<file path="src/rtl/hazard_scoreboard_if.sv">
// Decode-side bundle between the decoder/datapath and the hazard scoreboard.
// The decoder drives the D-stage fields; the scoreboard returns stall, busy and forward selects.
interface hazard_scoreboard_if #(
    parameter int REG_W  = 5,
    parameter int NSTAGE = 3,
    parameter int TNEW_W = 2,
    parameter int SELW   = $clog2(NSTAGE + 1)
);
    logic                   d_valid;
    logic [REG_W-1:0]       d_rs;
    logic [REG_W-1:0]       d_rt;
    logic                   d_rs_use;
    logic                   d_rt_use;
    logic [TNEW_W-1:0]      d_rs_tuse;
    logic [TNEW_W-1:0]      d_rt_tuse;
    logic [REG_W-1:0]       d_dst;
    logic [TNEW_W-1:0]      d_tnew;
    logic                   d_md;
    logic                   d_md_start;
    logic                   d_md_div;
    logic                   stall;
    logic                   md_busy;
    logic [NSTAGE*SELW-1:0] fwd_rs;
    logic [NSTAGE*SELW-1:0] fwd_rt;

    modport master (
        output d_valid, d_rs, d_rt, d_rs_use, d_rt_use, d_rs_tuse, d_rt_tuse,
               d_dst, d_tnew, d_md, d_md_start, d_md_div,
        input  stall, md_busy, fwd_rs, fwd_rt
    );

    modport slave (
        input  d_valid, d_rs, d_rt, d_rs_use, d_rt_use, d_rs_tuse, d_rt_tuse,
               d_dst, d_tnew, d_md, d_md_start, d_md_div,
        output stall, md_busy, fwd_rs, fwd_rt
    );
endinterface

</file>
<file path="src/rtl/hazard_scoreboard.sv">
// Tuse/Tnew hazard scoreboard: shifts per-stage {dst, tnew, sources} and derives
// forward selects for every consumer stage, the D stall and HI/LO busy interlock.
module hazard_scoreboard #(
    parameter int REG_W    = 5,
    parameter int NSTAGE   = 3,
    parameter int TNEW_W   = 2,
    parameter int MULT_LAT = 5,
    parameter int DIV_LAT  = 10,
    parameter int SELW     = $clog2(NSTAGE + 1)
) (
    input  logic               clk,
    input  logic               reset,
    hazard_scoreboard_if.slave hz
);
    localparam int MD_MAX = (DIV_LAT > MULT_LAT) ? DIV_LAT : MULT_LAT;
    localparam int CNT_W  = $clog2(MD_MAX + 1);

    logic [REG_W-1:0]  e_dst    [1:NSTAGE];
    logic [TNEW_W-1:0] e_tnew   [1:NSTAGE];
    logic [REG_W-1:0]  e_rs     [1:NSTAGE];
    logic [REG_W-1:0]  e_rt     [1:NSTAGE];
    logic              e_rs_use [1:NSTAGE];
    logic              e_rt_use [1:NSTAGE];

    // consumer view: index 0 is D, index j>=1 is the entry sitting in stage j
    logic [REG_W-1:0]  c_rs     [0:NSTAGE-1];
    logic [REG_W-1:0]  c_rt     [0:NSTAGE-1];
    logic              c_rs_use [0:NSTAGE-1];
    logic              c_rt_use [0:NSTAGE-1];

    logic [CNT_W-1:0]       md_cnt;
    logic                   issue;
    logic                   rs_stall;
    logic                   rt_stall;
    logic                   md_stall;
    logic                   stall_w;
    logic                   rs_hit;
    logic                   rt_hit;
    logic [SELW-1:0]        rs_k;
    logic [SELW-1:0]        rt_k;
    logic [TNEW_W-1:0]      rs_t;
    logic [TNEW_W-1:0]      rt_t;
    logic [NSTAGE*SELW-1:0] fwd_rs_w;
    logic [NSTAGE*SELW-1:0] fwd_rt_w;

    always_comb begin
        c_rs[0]     = hz.d_rs;
        c_rt[0]     = hz.d_rt;
        c_rs_use[0] = hz.d_rs_use;
        c_rt_use[0] = hz.d_rt_use;
        for (int unsigned j = 1; j < NSTAGE; j++) begin
            c_rs[j]     = e_rs[j];
            c_rt[j]     = e_rt[j];
            c_rs_use[j] = e_rs_use[j];
            c_rt_use[j] = e_rt_use[j];
        end
    end

    always_comb begin
        rs_stall = 1'b0;
        rt_stall = 1'b0;
        fwd_rs_w = '0;
        fwd_rt_w = '0;
        rs_hit   = 1'b0;
        rt_hit   = 1'b0;
        rs_k     = '0;
        rt_k     = '0;
        rs_t     = '0;
        rt_t     = '0;
        for (int unsigned j = 0; j < NSTAGE; j++) begin
            rs_hit = 1'b0;
            rt_hit = 1'b0;
            rs_k   = '0;
            rt_k   = '0;
            rs_t   = '0;
            rt_t   = '0;
            // scan oldest-first so the nearest (youngest) writer overrides older ones
            for (int unsigned k = NSTAGE; k > j; k--) begin
                if (c_rs_use[j] && (c_rs[j] != '0) && (c_rs[j] == e_dst[k])) begin
                    rs_hit = 1'b1;
                    rs_k   = SELW'(k);
                    rs_t   = e_tnew[k];
                end
                if (c_rt_use[j] && (c_rt[j] != '0) && (c_rt[j] == e_dst[k])) begin
                    rt_hit = 1'b1;
                    rt_k   = SELW'(k);
                    rt_t   = e_tnew[k];
                end
            end
            if (rs_hit && (rs_t == '0)) fwd_rs_w[j*SELW +: SELW] = rs_k;
            if (rt_hit && (rt_t == '0)) fwd_rt_w[j*SELW +: SELW] = rt_k;
            if (j == 0) begin
                rs_stall = rs_hit && (rs_t > hz.d_rs_tuse);
                rt_stall = rt_hit && (rt_t > hz.d_rt_tuse);
            end
        end
    end

    assign md_stall   = hz.d_valid && hz.d_md && (md_cnt != '0);
    assign stall_w    = rs_stall || rt_stall || md_stall;
    assign issue      = hz.d_valid && !stall_w;
    assign hz.stall   = stall_w;
    assign hz.md_busy = (md_cnt != '0);
    assign hz.fwd_rs  = fwd_rs_w;
    assign hz.fwd_rt  = fwd_rt_w;

    always_ff @(posedge clk or posedge reset) begin
        if (reset) begin
            for (int unsigned k = 1; k <= NSTAGE; k++) begin
                e_dst[k]    <= '0;
                e_tnew[k]   <= '0;
                e_rs[k]     <= '0;
                e_rt[k]     <= '0;
                e_rs_use[k] <= 1'b0;
                e_rt_use[k] <= 1'b0;
            end
        end else begin
            e_dst[1]    <= issue ? hz.d_dst : '0;
            e_tnew[1]   <= issue ? hz.d_tnew : '0;
            e_rs[1]     <= hz.d_rs;
            e_rt[1]     <= hz.d_rt;
            e_rs_use[1] <= issue && hz.d_rs_use;
            e_rt_use[1] <= issue && hz.d_rt_use;
            for (int unsigned k = 2; k <= NSTAGE; k++) begin
                e_dst[k]    <= e_dst[k-1];
                e_tnew[k]   <= (e_tnew[k-1] == '0) ? '0 : e_tnew[k-1] - 1'b1;
                e_rs[k]     <= e_rs[k-1];
                e_rt[k]     <= e_rt[k-1];
                e_rs_use[k] <= e_rs_use[k-1];
                e_rt_use[k] <= e_rt_use[k-1];
            end
        end
    end

    always_ff @(posedge clk or posedge reset) begin
        if (reset) begin
            md_cnt <= '0;
        end else if (issue && hz.d_md_start) begin
            md_cnt <= hz.d_md_div ? CNT_W'(DIV_LAT) : CNT_W'(MULT_LAT);
        end else if (md_cnt != '0) begin
            md_cnt <= md_cnt - 1'b1;
        end
    end
endmodule
</file>
<file path="src/flat_wrapper.sv">
// flat-port wrapper written by rule: the top's interface ports become plain ports
module hazard_scoreboard_flat 
#(
    parameter int REG_W    = 5,
    parameter int NSTAGE   = 3,
    parameter int TNEW_W   = 2,
    parameter int MULT_LAT = 5,
    parameter int DIV_LAT  = 10,
    parameter int SELW     = $clog2(NSTAGE + 1)
)
  (clk, reset, hz_d_valid, hz_d_rs, hz_d_rt, hz_d_rs_use, hz_d_rt_use, hz_d_rs_tuse, hz_d_rt_tuse, hz_d_dst, hz_d_tnew, hz_d_md, hz_d_md_start, hz_d_md_div, hz_stall, hz_md_busy, hz_fwd_rs, hz_fwd_rt);
  hazard_scoreboard_if #(.REG_W(REG_W), .NSTAGE(NSTAGE), .TNEW_W(TNEW_W), .SELW(SELW)) hz_i ();
  input  logic clk;
  input  logic reset;
  input wire logic [$bits(hz_i.d_valid)-1:0] hz_d_valid;
  input wire logic [$bits(hz_i.d_rs)-1:0] hz_d_rs;
  input wire logic [$bits(hz_i.d_rt)-1:0] hz_d_rt;
  input wire logic [$bits(hz_i.d_rs_use)-1:0] hz_d_rs_use;
  input wire logic [$bits(hz_i.d_rt_use)-1:0] hz_d_rt_use;
  input wire logic [$bits(hz_i.d_rs_tuse)-1:0] hz_d_rs_tuse;
  input wire logic [$bits(hz_i.d_rt_tuse)-1:0] hz_d_rt_tuse;
  input wire logic [$bits(hz_i.d_dst)-1:0] hz_d_dst;
  input wire logic [$bits(hz_i.d_tnew)-1:0] hz_d_tnew;
  input wire logic [$bits(hz_i.d_md)-1:0] hz_d_md;
  input wire logic [$bits(hz_i.d_md_start)-1:0] hz_d_md_start;
  input wire logic [$bits(hz_i.d_md_div)-1:0] hz_d_md_div;
  output wire logic [$bits(hz_i.stall)-1:0] hz_stall;
  output wire logic [$bits(hz_i.md_busy)-1:0] hz_md_busy;
  output wire logic [$bits(hz_i.fwd_rs)-1:0] hz_fwd_rs;
  output wire logic [$bits(hz_i.fwd_rt)-1:0] hz_fwd_rt;
  assign hz_i.d_valid = hz_d_valid;
  assign hz_i.d_rs = hz_d_rs;
  assign hz_i.d_rt = hz_d_rt;
  assign hz_i.d_rs_use = hz_d_rs_use;
  assign hz_i.d_rt_use = hz_d_rt_use;
  assign hz_i.d_rs_tuse = hz_d_rs_tuse;
  assign hz_i.d_rt_tuse = hz_d_rt_tuse;
  assign hz_i.d_dst = hz_d_dst;
  assign hz_i.d_tnew = hz_d_tnew;
  assign hz_i.d_md = hz_d_md;
  assign hz_i.d_md_start = hz_d_md_start;
  assign hz_i.d_md_div = hz_d_md_div;
  assign hz_stall = hz_i.stall;
  assign hz_md_busy = hz_i.md_busy;
  assign hz_fwd_rs = hz_i.fwd_rs;
  assign hz_fwd_rt = hz_i.fwd_rt;
  hazard_scoreboard #(.REG_W(REG_W), .NSTAGE(NSTAGE), .TNEW_W(TNEW_W), .MULT_LAT(MULT_LAT), .DIV_LAT(DIV_LAT), .SELW(SELW)) u_core (.clk(clk), .reset(reset), .hz(hz_i));
endmodule
</file>
<file path="config.mk">
export PLATFORM = sky130hd
export DESIGN_NAME = hazard_scoreboard_flat
export DESIGN_NICKNAME = d
export VERILOG_FILES = /design/src/rtl/hazard_scoreboard_if.sv /design/src/rtl/hazard_scoreboard.sv /design/src/flat_wrapper.sv
export SDC_FILE = /design/constraint.sdc
export NUM_CORES = 1
export LEC_CHECK = 0
export BUFFER_PORTS_ARGS = -buffer_cell sky130_fd_sc_hd__buf_2
export CORE_MARGIN = 5
export CORE_UTILIZATION = 44
export DETAILED_ROUTE_END_ITERATION = 7
export PLACE_DENSITY = 0.71
export SYNTH_ARGS = -nofsm -noshare
export SYNTH_HDL_FRONTEND = slang
export SYNTH_SLANG_ARGS = --single-unit
export TNS_END_PERCENT = 100
</file>
<file path="constraint.sdc">
create_clock -name clk -period 4.2 [get_ports clk]
set_input_delay 1.05 -clock clk [delete_from_list [all_inputs] [get_ports clk]]
set_output_delay 1.05 -clock clk [all_outputs]
set_load 0.05 [all_outputs]
</file>
Yosys cells after proc, flatten, opt, wreduce, memory -nomap -nowiden
Cells that the tools add are included.
Widths: inputs -> output; s select.

storage, ports and cells
  logic and storage cells = 132
  output and inout port bits = 14
  register bits after elaboration = 49
  bits of input ports = 29

cells by class
  reductions and logical operators = 51
  order comparisons = 2
  multiplexer cells = 49
  equality and inequality tests = 12
  add/sub/neg operators = 3

operators with widths
  kind                 number
  $mux 2               33
  $eq 5x5->1           12
  $logic_and 1x1->1    32
  $reduce_bool 5->1    6
  $logic_not 2->1      8
  $mux 1               12
  $mux 4               3
  $mux 5               1
  $gt 2x2->1           2
  $reduce_bool 4->1    1
  $sub 2x1->2 const B  2
  $sub 4x1->4 const B  1
  $logic_or 1x1->1     2
  $reduce_bool 2->1    1
  $logic_not 1->1      1

Logic depth before layout (Yosys ltp)
Gate-level depths: netlist of run 1.

  depth after elaboration = 14
  mapped depth = 14
  gate-level depth less buffers = 13

Worst setup path after synthesis of run 1
No wires, ideal clock.

  path kind = input -> output
  start point = in hz_d_rt[3]
  end point = out hz_fwd_rt[1]
  setup slack = -0.291 ns
  data arrival time = 3.441 ns
  buffers on the path = 0
  cell stages on the path = 6
  data required time = 3.150 ns
  cell sequence = xor2_1 nor3_1 nand2_1 and2_1 a22oi_1 nor4b_1

between the ends
  cells in the longest elaborated chain, start to end = 9
  elaborated cells between the ends (all ways) = 20
  classes of those cells = eq/ne (3); mux (10); reduce/logical (7)

ends and longest elaborated chain
  what                            RTL line                 text
  from (decl)                     flat_wrapper.sv:17       input wire logic [$bits(hz_i.d_rt)-1:0] hz_d_rt;
  $reduce_bool 5->1               hazard_scoreboard.sv:84  if (c_rt_use[j] && (c_rt[j] != '0) && (c_rt[j] == e_dst[k])) begin
  $logic_and 1x1->1 (2 in a row)  hazard_scoreboard.sv:84
  $mux 2 (3 in a row)             hazard_scoreboard.sv:84
  $logic_not 2->1                 hazard_scoreboard.sv:91  if (rt_hit && (rt_t == '0)) fwd_rt_w[j*SELW +: SELW] = rt_k;
  $logic_and 1x1->1               hazard_scoreboard.sv:91
  $mux 2 *                        hazard_scoreboard.sv:91
  to (decl)                       flat_wrapper.sv:30       output wire logic [$bits(hz_i.fwd_rt)-1:0] hz_fwd_rt;

Every way passes the cells marked *; elsewhere a longest branch is shown, timed or not.

Worst setup path in the final report of run 1
  start point = in hz_d_rs[4]
  end point = out hz_stall

between the ends
  cells in the longest elaborated chain, start to end = 10
  elaborated cells between the ends (all ways) = 18
  classes of those cells = order compare (1); eq/ne (3); mux (6); reduce/logical (8)

ends and longest elaborated chain
  what                             RTL line                  text
  from (decl)                      flat_wrapper.sv:16        input wire logic [$bits(hz_i.d_rs)-1:0] hz_d_rs;
  $reduce_bool 5->1                hazard_scoreboard.sv:79   if (c_rs_use[j] && (c_rs[j] != '0) && (c_rs[j] == e_dst[k])) begin
  $logic_and 1x1->1 (2 in a row)   hazard_scoreboard.sv:79
  $mux 2 (3 in a row)              hazard_scoreboard.sv:79
  $gt 2x2->1                       hazard_scoreboard.sv:93   rs_stall = rs_hit && (rs_t > hz.d_rs_tuse);
  $logic_and 1x1->1 *              hazard_scoreboard.sv:93
  $logic_or 1x1->1 * (2 in a row)  hazard_scoreboard.sv:100  assign stall_w = rs_stall || rt_stall || md_stall;
  to (decl)                        flat_wrapper.sv:27        output wire logic [$bits(hz_i.stall)-1:0] hz_stall;

Marks and branches as above.

==> key figures, run 1 <==
Synthesis
  – Synth warnings: 0
  – Post-synthesis instance total: 261
  – Summed instance area of the synthesized netlist: 2700 um^2
  – Number of distinct standard cells referenced by the synthesized netlist: 46
  – Post-synthesis sequential element count: 49
  – Asr flop ratio synth: 1.00
  – Part of the Yosys area used for sequential elements: 0.454
  – Post-Syn Area per Cell: 10.3 um^2
  – Count of flip-flops with a built-in enable after synthesis: 0
  – Predominant post-synthesis flop cell: sky130_fd_sc_hd__dfrtp_1
  – Synthesized netlist net count: 296

Floorplan
  – Number of standard-cell rows in the floorplan: 28
  – Width of the die: 88.3 um
  – Chip Height: 88.3 um
  – Initial standard-cell utilization of the core: 0.453
  – Die footprint: 7800 um^2
  – IO Count: 43
  – Area of the core: 5960 um^2

Routing
  – DR WL/cell: 15.7 um
  – Total via count in the routed design: 2121
  – Drt pass-1 iters: 4
  – Routed Antenna Nets: 0
  – Mean number of vias per cell: 5.10
  – Total DRC errors in the routed layout: 0
  – First-iteration detailed-routing DRC count: 82
  – Post-detailed-routing wire length: 6520 um

Final layout
  – Fraction of final layout cells with drive strength greater than 1: 0.352
  – Area of combinational cells with multiple inputs: 1490 um^2
  – Number of diodes: 0
  – Fill count: 540
  – Final Core Density: 0.578
  – Final layout net count: 375
  – Area growth from synthesis to layout: 27.6%
  – Total area of sequential cells: 1230 um^2

Worst setup path
  – Critical-path top delay cell: sky130_fd_sc_hd__or4_4
  – Maximum fanout along the worst path: 4
  – Buf/Inv on CP: 2
  – Worst-path cell chain: buf_2 -> or4_4 -> o21ai_4 -> a21oi_2 -> a32oi_1 -> o21ai_1 -> ha_1 -> a21oi_2 -> a211oi_2 -> o31ai_4 -> nand4_4 -> buf_8
  – Class of the most critical setup path: primary input to output port
  – Most used cell, CP: sky130_fd_sc_hd__a21oi_2
  – Critical path's largest stage delay: 0.52 ns
  – Worst setup EP type: output port
  – CP arrival: 3.28 ns
  – Crit-path leading delay family: compound AO/OA/AOI/OAI gates
  – Launching element type of the critical path: primary input
  – Data required time at the worst endpoint: 3.15 ns

Placed design
  – I/O Buffers: 42
  – DP Worst Slack: -0.336 ns
  – Weighted congestion reported at the end of routability-driven placement: 0.907
  – HPWL Detailed: 4880 um

Power and ir drop
  – Power Density: 342 nW/um^2
  – Static leakage: 1.58 nW
  – Final Total Pwr: 0.00118 W
  – IR Drop Worst-Case VDD: 274 uV

Clock tree
  – Clock sink count: 49
  – Clock-pin transition on the worst setup and hold timing paths: 0.09 ns
  – CTS tree: done
  – Number of buffers added by the clock tree synthesis step: 5
  – Count of hold-fix buffers inserted at cts: 0
  – CTS H-tree lvls: 2
  – CTS Root Buffer Type: sky130_fd_sc_hd__clkbuf_8
  – Maximum clock insertion buffer count: 2
  – Worst skew pair latency: 0.30 ns

Timing
  – Setup violations, final: 1
  – Setup repair after global routing missed its margin: yes
  – Tightest Pin Transition: 1.01 ns
  – Summed negative setup slack over all endpoints: -0.126 ns
  – Count of final hold-check violations: 0
  – Achievable frequency: 231 MHz
  – Final Worst Setup Slack: -0.126 ns
  – Part of the cycle the worst path needs: 1.03
  – Headroom to the max-slew limit: 0.326
  – Setup Skew: 0.0100 ns
  – Post-layout minimum cycle time: 4.33 ns
  – Final number of max-transition violations: 0

Global routing
  – Total grt overflow: 0
  – Number of antenna violations at the first check in global routing: 0
  – Pin count of the biggest net entering global routing: 50
  – All-layer global routing usage: 0.181
  – Global-route wire length before repair: 10900 um
  – Via count of the first global-routing pass: 2288

Run status
  – Failing checks: setup timing
  – Run status: complete, but fails checks

Min path
  – Worst hold path class: register to register

Job
  – Max Cap Violations: 0
[cells in the mapped netlist, types with 3 or more instances]
library cell / count / area, um^2
sky130_fd_sc_hd__nand3_1: 14 / 70.1
sky130_fd_sc_hd__nor4_1: 3 / 18.8
sky130_fd_sc_hd__ha_1: 6 / 75.1
sky130_fd_sc_hd__inv_1: 9 / 33.8
sky130_fd_sc_hd__o21ai_1: 3 / 15.0
sky130_fd_sc_hd__nor3_1: 12 / 60.1
sky130_fd_sc_hd__nand2_1: 19 / 71.3
sky130_fd_sc_hd__nand4_1: 3 / 18.8
sky130_fd_sc_hd__buf_2: 5 / 25.0
sky130_fd_sc_hd__dfrtp_1: 49 / 1230
sky130_fd_sc_hd__xor2_1: 17 / 149
sky130_fd_sc_hd__and2_1: 4 / 25.0
sky130_fd_sc_hd__a21oi_1: 9 / 45.0
sky130_fd_sc_hd__nor2_1: 22 / 82.6
sky130_fd_sc_hd__xnor2_1: 43 / 377
[flip-flops by register name, indices dropped and copies added (netlist names)]
name,count
u_core.c_rt_use,2
u_core.c_rs,10
u_core.md_cnt,4
u_core.e_tnew,6
u_core.c_rt,10
u_core.c_rs_use,2
u_core.e_dst,15
[logic make-up (layout without fill, tap and decap cells)]
family / after synthesis / after routing / share of synthesized area
DFF: 49 / 49 / 0.454
adders and majority gates: 6 / 6 / 0.0278
AOI/OAI and AO/OA: 29 / 29 / 0.0862
xor gates and xnor gates: 60 / 60 / 0.195
muxes: 4 / 4 / 0.0158
buffers and inverters: 17 / 97 / 0.0287
and+or+nand+nor: 96 / 96 / 0.192
[worst paths after layout]
kind | slack, ns | end | from | cells past startpoint
max in group asynchronous | 2.59 | u_core.c_rt[6] | reset | 2
min in group asynchronous | 0.98 | u_core.e_tnew[1] | reset | 2
hold / removal | 0.38 | u_core.c_rs_use[0] | u_core.c_rs_use[1] | 0
setup reg to reg | 1.12 | u_core.md_cnt[3] | u_core.e_dst[1] | 13
setup / recovery | -0.13 | hz_stall | hz_d_rs[4] | 12
hold reg to reg | 0.38 | u_core.c_rs_use[0] | u_core.c_rs_use[1] | 0
[per-stage QoR]
stage               hold WS, ns  instances  instance area (um^2)
floorplan                 0.351        261                  2720
global placement          0.374        403                  3230
detailed placement        0.367        403                  3230
CTS                       0.388        412                  3360
global route              0.404        416                  3440
finish                    0.384        416                  3440
[timing repair]
action	4_1_cts	5_1_grt
buffers inserted	1	4
endpoints found under the setup margin	1	1
gates resized for setup	8	13
pin swaps	4	12
[cell usage in the layout (no fill, tap or decap), types with 3 or more instances in the layout]
master,n
sky130_fd_sc_hd__o21ai_1,3
sky130_fd_sc_hd__nor4_1,3
sky130_fd_sc_hd__nor3_1,8
sky130_fd_sc_hd__ha_1,6
sky130_fd_sc_hd__nor2_1,22
sky130_fd_sc_hd__inv_1,8
sky130_fd_sc_hd__dfrtp_1,49
sky130_fd_sc_hd__a21oi_1,6
sky130_fd_sc_hd__clkbuf_8,5
sky130_fd_sc_hd__nand4_1,3
sky130_fd_sc_hd__nor3_2,3
sky130_fd_sc_hd__xnor2_1,42
sky130_fd_sc_hd__a21oi_2,3
sky130_fd_sc_hd__xor2_1,17
sky130_fd_sc_hd__nand3_1,14
sky130_fd_sc_hd__buf_2,40
sky130_fd_sc_hd__buf_4,38
sky130_fd_sc_hd__nand2_1,19
sky130_fd_sc_hd__and2_4,3
[worst reg2reg max path, delay by kind of cell, from the launching register on]
kind,cells,cell delay (ns)
compound gates,4,0.68
xor+xnor,1,0.17
fa+ha+maj,1,0.30
buf+inv,2,0.28
flops,1,0.62
mux,1,0.33
simple gates,4,0.58
[power breakdown]
group	switching [W]	internal, W
sequential	0.0000493	0.000518
clock	0.000162	0.000118
combinational	0.000175	0.000156
[layer usage]
layer,global-route usage,wire (um)
met3,0.0317,276
met1,0.240,2960
met4,0.0398,49
met2,0.309,3240
met5,0,0
[layout make-up]
cell class                      instances  share of cell area
Clock buffer                            6              0.0211
Multi-Input combinational cell        195               0.433
Clock inverter                          2             0.00436
Timing Repair Buffer                   80               0.149
Tap cell                               75              0.0273
Sequential cell                        49               0.356
Inverter                                9             0.00981
Note: power is estimated with default switching activity, not from simulation.
==> run 2, diff against run 1 <==
--- a/config.mk
+++ b/config.mk
@@ -9,7 +9,7 @@
 export CORE_MARGIN = 5
 export CORE_UTILIZATION = 44
 export DETAILED_ROUTE_END_ITERATION = 7
-export PLACE_DENSITY = 0.71
+export PLACE_DENSITY = 0.69
 export SYNTH_ARGS = -nofsm -noshare
 export SYNTH_HDL_FRONTEND = slang
 export SYNTH_SLANG_ARGS = --single-unit
==> constraint.sdc (replaced) <==
create_clock -name clk -period 5.61 [get_ports clk]
set_input_delay 1.4025 -clock clk [delete_from_list [all_inputs] [get_ports clk]]
set_output_delay 1.4025 -clock clk [all_outputs]
set_load 0.05 [all_outputs]
==> run 2 against run 1 <==
Against the previous run:
- the run now ends clean
- global-route usage shrank 1.5 points
- non-clock buffer count shrank 37
- sequential cell count is the same
- critical path type unchanged
- largest power group unchanged
==> key figures, run 2 (synthesis gave the netlist of run 1 again) <==
Placed design
  – Weighted congestion reported at the end of routability-driven placement: 0.831
  – DP Worst Slack: 0.255 ns
  – HPWL Detailed: 4430 um
  – I/O Buffers: 42
  – Cell count after placement: 371

Floorplan
  – Width of the die: 88.3 um
  – Initial standard-cell utilization of the core: 0.453
  – Die footprint: 7800 um^2
  – Number of standard-cell rows in the floorplan: 28
  – Area of the core: 5960 um^2
  – IO Count: 43
  – Chip Height: 88.3 um

Power and ir drop
  – Final Total Pwr: 0.000935 W
  – IR Drop Worst-Case VDD: 203 uV
  – Static leakage: 1.39 nW
  – Power Density: 301 nW/um^2

Clock tree
  – CTS tree: done
  – Count of hold-fix buffers inserted at cts: 0
  – Number of buffers added by the clock tree synthesis step: 5
  – Clock-pin transition on the worst setup and hold timing paths: 0.09 ns
  – CTS H-tree lvls: 2
  – Post CTS Setup Buffer Count: 0
  – Maximum clock insertion buffer count: 2
  – Post-CTS sizing: 0
  – Worst skew pair latency: 0.30 ns
  – CTS Root Buffer Type: sky130_fd_sc_hd__clkbuf_8
  – Clock sink count: 49

Global routing
  – Via count of the first global-routing pass: 2048
  – Total grt overflow: 0
  – Number of antenna violations at the first check in global routing: 0
  – All-layer global routing usage: 0.166
  – Pin count of the biggest net entering global routing: 50
  – Global-route wire length before repair: 9900 um

Final layout
  – Final layout net count: 338
  – Non-filler cells in the finished layout: 379
  – Flip-flop count of the largest register after layout: 15
  – Fill count: 557
  – Fraction of final layout cells with drive strength greater than 1: 0.224
  – Largest Register: u_core.e_dst
  – Leading cell types in the layout, fill and taps excluded: sky130_fd_sc_hd__dfrtp_1 (49), sky130_fd_sc_hd__xnor2_1 (43), sky130_fd_sc_hd__buf_2 (42), sky130_fd_sc_hd__nor2_1 (22), sky130_fd_sc_hd__nand2_1 (19)
  – Area growth from synthesis to layout: 15.0%
  – Total area of sequential cells: 1230 um^2
  – Number of diodes: 0
  – Area of combinational cells with multiple inputs: 1400 um^2
  – Most frequent standard cell in the layout excluding fill and tap cells: sky130_fd_sc_hd__dfrtp_1

Job
  – Max Cap Violations: 0

Routing
  – Total DRC errors in the routed layout: 0
  – Drt pass-1 iters: 4
  – Routed Antenna Nets: 0
  – Post-detailed-routing wire length: 5910 um
  – Total via count in the routed design: 1982
  – DR WL/cell: 15.6 um
  – First-iteration detailed-routing DRC count: 81
  – Mean number of vias per cell: 5.23

Timing
  – Worst hold slack: 0.387 ns
  – Achievable frequency: 187 MHz
  – Part of the cycle the worst path needs: 0.956
  – Headroom to the max-slew limit: 0.333
  – Setup Skew: 0.00604 ns
  – Setup violations, final: 0
  – Tightest Pin Transition: 0.999 ns
  – Summed negative setup slack over all endpoints: 0 ns
  – Count of final hold-check violations: 0
  – Setup repair after global routing missed its margin: no
  – Final number of max-transition violations: 0
  – Final Worst Setup Slack: 0.249 ns
  – Post-layout minimum cycle time: 5.36 ns

Worst setup path
  – CP arrival: 3.96 ns
  – Maximum fanout along the worst path: 5
  – Worst setup EP type: output port
  – Class of the most critical setup path: primary input to output port
  – Worst R2R Path Depth: 11
  – Data required time at the worst endpoint: 4.21 ns
  – Launching element type of the critical path: primary input

Run status
  – Run status: complete, no violations

Min path
  – Worst hold path class: register to register
  – Worst hold path cell count: 0
## run 2: cell types whose count changed in the layout (fill, tap and decap cells not counted), moves of 3 or more
cell	delta
sky130_fd_sc_hd__a21oi_2	-3
sky130_fd_sc_hd__nor3_1	+4
sky130_fd_sc_hd__a21oi_1	+3
sky130_fd_sc_hd__buf_4	-37
## run 2: metrics by stage
| step | area [um^2] | utilization |
|---|---|---|
| floorplan | 2700 | - |
| global placement | 2970 | 0.498 |
| detailed placement | 2970 | 0.498 |
| CTS | 3100 | 0.521 |
| global route | 3100 | 0.521 |
| finish | 3100 | 0.521 |
## run 2: worst max-delay path: stages
cell                       delay [ns]
sky130_fd_sc_hd__buf_2           0.14
sky130_fd_sc_hd__or4_4           0.55
sky130_fd_sc_hd__o21ai_4         0.22
sky130_fd_sc_hd__a21oi_1         0.11
sky130_fd_sc_hd__a32oi_1         0.21
sky130_fd_sc_hd__o21ai_1         0.14
sky130_fd_sc_hd__ha_1            0.34
sky130_fd_sc_hd__a21oi_1         0.08
sky130_fd_sc_hd__a211oi_2        0.24
sky130_fd_sc_hd__o31ai_4         0.16
sky130_fd_sc_hd__nand4_2         0.10
sky130_fd_sc_hd__buf_2           0.27
## run 2: final timing paths
kind | start | slack, ns | to
hold reg to reg | u_core.c_rt_use[1] | 0.39 | u_core.c_rt_use[0]
setup / recovery | hz_d_rs[3] | 0.25 | hz_stall
max in group asynchronous | reset | 3.66 | u_core.c_rs[8]
setup reg to reg | u_core.e_dst[3] | 2.43 | u_core.md_cnt[3]
min in group asynchronous | reset | 1.33 | u_core.e_dst[14]
hold / removal | u_core.c_rt_use[1] | 0.39 | u_core.c_rt_use[0]
## run 2: per-layer routing
layer	part of all wire	routed length [um]	up-vias	global-route usage
met5	0	0	-	0
met1	0.44	2580	933	0.204
met2	0.48	2840	67	0.281
met4	0.022	128	0	0.0755
met3	0.062	366	15	0.0326
li1	-	-	967	-
## run 2: final cells by class
cell class	instances	area share
multi-input cells	195	0.449
flip-flops and latches	49	0.395
clock inverters	3	0.0222
well taps	75	0.0302
inverters	9	0.0109
repair buffers	43	0.0701
clock buffers	5	0.0222
## run 2: where the power goes
group	leakage, nW	switching (W)	internal, W	total (W)
Clock	0.0687	0.000121	0.000179	0.000301
Sequential	0.612	0.0000432	0.000388	0.000431
Combinational	0.708	0.000110	0.0000927	0.000203
